## src/rtl/fifo_put_arbiter.sv

```systemverilog
// Round-robin arbiter sharing the single FIFO write port among N_REQ producers.
// Each grant accepts at most MAX_BURST words; one idle cycle separates grants.
module fifo_put_arbiter #(
    parameter int N_REQ       = 4,
    parameter int ID_WIDTH    = 2,
    parameter int WIDTH       = 16,
    parameter int MAX_BURST   = 4,
    parameter int CNT_WIDTH   = 3,
    parameter int TOTAL_WIDTH = 16
) (
    input  logic                     clk,
    input  logic                     reset,
    input  logic [N_REQ-1:0]         req,
    input  logic [N_REQ*WIDTH-1:0]   req_data,
    output logic [N_REQ-1:0]         ack,
    output logic                     fifo_put,
    output logic [WIDTH-1:0]         fifo_data,
    input  logic                     fifo_full_bar,
    output logic                     grant_valid,
    output logic [ID_WIDTH-1:0]      grant_id,
    output logic [TOTAL_WIDTH-1:0]   total_words
);

    typedef enum logic {IDLE, GRANT} state_t;

    state_t                state, state_nxt;
    logic [ID_WIDTH-1:0]   last_owner, last_owner_nxt;
    logic [ID_WIDTH-1:0]   grant_id_nxt, pick;
    logic [CNT_WIDTH-1:0]  burst_cnt, burst_cnt_nxt;
    logic                  grant_valid_nxt, any_req;

    function automatic logic [TOTAL_WIDTH-1:0] sat_inc(input logic [TOTAL_WIDTH-1:0] v);
        return (&v) ? v : v + TOTAL_WIDTH'(1);
    endfunction

    // First requester found searching upward from the previous owner, with wrap.
    always_comb begin
        pick    = last_owner;
        any_req = 1'b0;
        for (int k = 1; k <= N_REQ; k++) begin
            if (!any_req && req[(int'(last_owner) + k) % N_REQ]) begin
                pick    = ID_WIDTH'((int'(last_owner) + k) % N_REQ);
                any_req = 1'b1;
            end
        end
    end

    always_comb begin
        state_nxt       = state;
        grant_valid_nxt = grant_valid;
        grant_id_nxt    = grant_id;
        last_owner_nxt  = last_owner;
        burst_cnt_nxt   = burst_cnt;
        fifo_put        = 1'b0;
        ack             = '0;
        fifo_data       = req_data[int'(grant_id)*WIDTH +: WIDTH];

        // Outputs are suppressed during reset so an aborted burst cannot leak a word.
        if (state == GRANT && !reset) begin
            fifo_put      = req[grant_id] & fifo_full_bar;
            ack[grant_id] = fifo_put;
        end

        case (state)
            IDLE: begin
                if (any_req) begin
                    state_nxt       = GRANT;
                    grant_valid_nxt = 1'b1;
                    grant_id_nxt    = pick;
                    burst_cnt_nxt   = '0;
                end
            end
            GRANT: begin
                if (!req[grant_id]) begin
                    state_nxt       = IDLE;
                    grant_valid_nxt = 1'b0;
                    last_owner_nxt  = grant_id;
                end else if (fifo_put) begin
                    if (burst_cnt == CNT_WIDTH'(MAX_BURST - 1)) begin
                        state_nxt       = IDLE;
                        grant_valid_nxt = 1'b0;
                        last_owner_nxt  = grant_id;
                    end else begin
                        burst_cnt_nxt = burst_cnt + CNT_WIDTH'(1);
                    end
                end
            end
            default: state_nxt = IDLE;
        endcase
    end

    always_ff @(posedge clk) begin
        if (reset) begin
            state       <= IDLE;
            grant_valid <= 1'b0;
            grant_id    <= '0;
            last_owner  <= ID_WIDTH'(N_REQ - 1);
            burst_cnt   <= '0;
            total_words <= '0;
        end else begin
            state       <= state_nxt;
            grant_valid <= grant_valid_nxt;
            grant_id    <= grant_id_nxt;
            last_owner  <= last_owner_nxt;
            burst_cnt   <= burst_cnt_nxt;
            if (fifo_put)
                total_words <= sat_inc(total_words);
        end
    end

endmodule

```

## config.mk

```make
export PLATFORM = sky130hd
export DESIGN_NAME = fifo_put_arbiter
export DESIGN_NICKNAME = d
export VERILOG_FILES = /design/src/rtl/fifo_put_arbiter.sv
export SDC_FILE = /design/constraint.sdc
export NUM_CORES = 1
export LEC_CHECK = 0
export CORE_MARGIN = 10
export CORE_UTILIZATION = 39
export DETAILED_ROUTE_END_ITERATION = 10
export GPL_ROUTABILITY_DRIVEN = 1
export PLACE_DENSITY = 0.86
export SYNTH_ARGS = -nofsm -noshare
export SYNTH_HDL_FRONTEND = slang
export SYNTH_SLANG_ARGS = --single-unit
```

## constraint.sdc

```tcl
create_clock -name clk -period 3.5 [get_ports clk]
set_input_delay 0.35 -clock clk [delete_from_list [all_inputs] [get_ports clk]]
set_output_delay 0.35 -clock clk [all_outputs]
set_load 0.01 [all_outputs]
```

==> flow_metrics.env <==
export IMPL_ctsResizeCount=0
export IMPL_avgRoutedWirePerCell_um=21.1
export IMPL_dieArea_sq_um=7460
export IMPL_holdPathEnd="total_words[8]"
export IMPL_synth_top_area_frac=0.291
export IMPL_first_pass_iters=4
export IMPL_die_x_um=86.4
export IMPL_rows=24
export IMPL_synth_edf_count=0
export IMPL_total_power_uw=761
export IMPL_grt_pass1_wl_um=11200
export IMPL_power_density_nw_per_um2=260
export IMPL_syn_inst=180
export IMPL_crit_chain="clkdlybuf4s50_1, mux4_2, nand2_1, buf_4, nor3b_1, clkdlybuf4s50_1"
export IMPL_cts_sinks=25
export IMPL_required_ps=3150
export IMPL_placed_cells=338
export IMPL_r2r_end="total_words[13]"
export IMPL_reg2reg_slack_ps=1490
export IMPL_synthesis_area_sq_um=1720
export IMPL_clk_latency_ps=260
export IMPL_crit_path_end_kind="primary output"
export IMPL_cp_start_kind="input port"
export IMPL_synth_nets=254
export IMPL_setup_violations_final=0
export IMPL_routed_wl_um=7200
export IMPL_syn_avg_cell_area_sq_um=9.54
export IMPL_cellLeakagePower_nw=0.978
export IMPL_grt_overflow=0
export IMPL_synth_area_top_cells="dfxtp_1 (29%), mux4_2 (22%), a21oi_1 (3.5%), o21ai_0 (3.2%), mux2_2 (2.6%)"
export IMPL_cts_setup_buffers=0
export IMPL_via_count=1985
export IMPL_arrival_ps=2340
export IMPL_fin_nets=365
export IMPL_grt_max_degree=25
export IMPL_layout_min_cycle_time_ps=2690
export IMPL_place_detailed_hpwl_um=5940
export IMPL_r2r_cells=4
export IMPL_seq_area_sq_um=500
export IMPL_portBuffers=110
export IMPL_drtIter0Drc=102
export IMPL_grt_usage=0.187
export IMPL_cp_slowest_stage_delay_ps=590
export IMPL_drc=0
export IMPL_cts_tree="built"
export IMPL_yosysWarnings=0
export IMPL_ys_types=38
export IMPL_worst_pin_slew_ps=866
export IMPL_grt_pass1_vias=1926
export IMPL_ant_nets=0
export IMPL_gp_congestion=0.795
export IMPL_fmax_mhz=372
export IMPL_drv_slew=0
export IMPL_cts_root_buffer="clkbuf_8"
export IMPL_cts_buffers=3
export IMPL_cp_max_fo=19
export IMPL_syn_to_final_growth_pct=70.5
export IMPL_fillers=343
export IMPL_ios=111
export IMPL_holdPathStages=1
export IMPL_hp_class="reg2reg"
export IMPL_run_status="finished clean"
export IMPL_die_y_um=86.4
export IMPL_fin_skew_ps=1.57
export IMPL_crit_top_cell="clkdlybuf4s50_1"
export IMPL_vias_per_cell=5.80
export IMPL_n_antenna_cell=0
export IMPL_final_util=0.677
export IMPL_worstSetupPathType="in2out"
export IMPL_cts_clk_slew_worst_paths_ps=80
export IMPL_multi_input_area_sq_um=1140
export IMPL_htreeDepth=1
export IMPL_core_region_area_sq_um=4320
export IMPL_initial_utilization=0.397
export IMPL_async_flop_share=0
export IMPL_hold_buffers=0
export IMPL_layout_drive_gt1_share=0.107
export IMPL_final_instance_count_excl_fill=342
export IMPL_antenna_found_initial=0
export IMPL_rsz0062_at_grt="false"
export IMPL_tns_ps=0
export IMPL_crit_slowest_cell="clkdlybuf4s50_1"
export IMPL_timing_rr_start="state"
export IMPL_ys_seq_area_frac=0.291
export IMPL_synth_seq_cells=25
export IMPL_synthFlopType="dfxtp_1"
export IMPL_hold_ws_ps=515
export IMPL_hold_viol=0
export IMPL_cts_max_path_buffers=2
export IMPL_post_route_period_util=0.768
export IMPL_relSlewSlack=0.417
export IMPL_synth_top_cell_by_area="dfxtp_1"
export IMPL_ir_drop_mv=0.143
export IMPL_hold_start="total_words[8]"
export IMPL_maxCapViolations=0
-- cell families after synthesis --
kind of cell | share of synthesized area
compound gates | 0.161
simple gates | 0.221
fa+ha+maj | 0.0219
mux | 0.261
buf+inv | 0.0437
flops | 0.291
-- area by class of cell --
class	count	share of cell area
multi-input cells	136	0.390
well taps	52	0.0222
inverters	10	0.0128
repair buffers	115	0.389
clock buffers	4	0.0154
flip-flops and latches	25	0.171
-- where the power goes --
group	total, mW	switching (mW)	leakage, nW	internal (mW)
Clock	0.168	0.0870	0.0228	0.0812
Combinational	0.291	0.105	0.752	0.186
Sequential	0.301	0.00856	0.203	0.293
-- flip-flops by register name, summed over array words and instances (netlist names) --
| register | flops |
|---|---|
| burst_cnt | 3 |
| state | 1 |
| total_words | 16 |
| grant_valid | 1 |
| grant_id | 2 |
| last_owner | 2 |
-- critical path: cells and delay by family --
family / cells / cell delay [ps]
buffers and inverters: 3 / 1360
multiplexers: 1 / 330
AND/OR/NAND/NOR: 2 / 280
-- worst max-delay path by stage --
stage               slack [ps]     end         from
finish                     810  ack[2]       req[3]
detailed placement         820  ack[2]       req[3]
global route               710  ack[2]       req[1]
global placement           890  ack[2]       req[3]
floorplan                 1550  ack[2]  grant_id[0]
CTS                        810  ack[2]       req[3]
-- metal layers --
layer | up-vias | wire length [um] | global-route usage
li1 | 937 | - | -
met1 | 943 | 2910 | 0.224
met2 | 99 | 3520 | 0.326
met3 | 6 | 734 | 0.0600
met4 | 0 | 30 | 0.0206
met5 | - | 0 | 0
-- placed cells by master, fill, tap and decap left out, types with 2 or more instances in the layout --
| cell | count |
|---|---|
| clkdlybuf4s50_1 | 110 |
| dfxtp_1 | 25 |
| mux4_2 | 17 |
| a21oi_1 | 12 |
| nand2_1 | 11 |
| nor2_1 | 11 |
| o21ai_0 | 11 |
| inv_1 | 10 |
| nor3_1 | 6 |
| nand4_1 | 6 |
| or4_1 | 6 |
| o31ai_1 | 5 |
| buf_4 | 5 |
| nor4_1 | 4 |
| nor2b_1 | 4 |
| o41ai_1 | 4 |
| mux2_2 | 4 |
| nand3_1 | 4 |
| nand3b_1 | 3 |
| and4_1 | 3 |
| or3_1 | 3 |
| ha_1 | 3 |
| clkbuf_8 | 3 |
| mux2i_1 | 2 |
| a211oi_1 | 2 |
| o311ai_0 | 2 |
| o211ai_1 | 2 |
-- synth_stat cells (all sizes together), types with 3 or more instances --
library cell  instances
nor4                  5
o21ai                11
o41ai                 4
nand4                 6
o31ai                 5
inv                  10
or4                   6
nand3                 4
buf                   4
and4                  3
nor2b                 4
nor3                  6
nor2                 11
mux4                 17
nand3b                3
or3                   3
mux2                  4
ha                    3
a21oi                12
clkbuf                5
nand2                11
dfxtp                25
-- metrics by stage --
stage	setup slack (ps)	cell area, sq um
3_3_place_gp	893	2880
3_5_place_dp	820	2880
5_1_grt	708	2930
2_1_floorplan	1550	1720
4_1_cts	812	2930
6_report	812	2930
No activity file was read; power rests on OpenSTA's default activity.
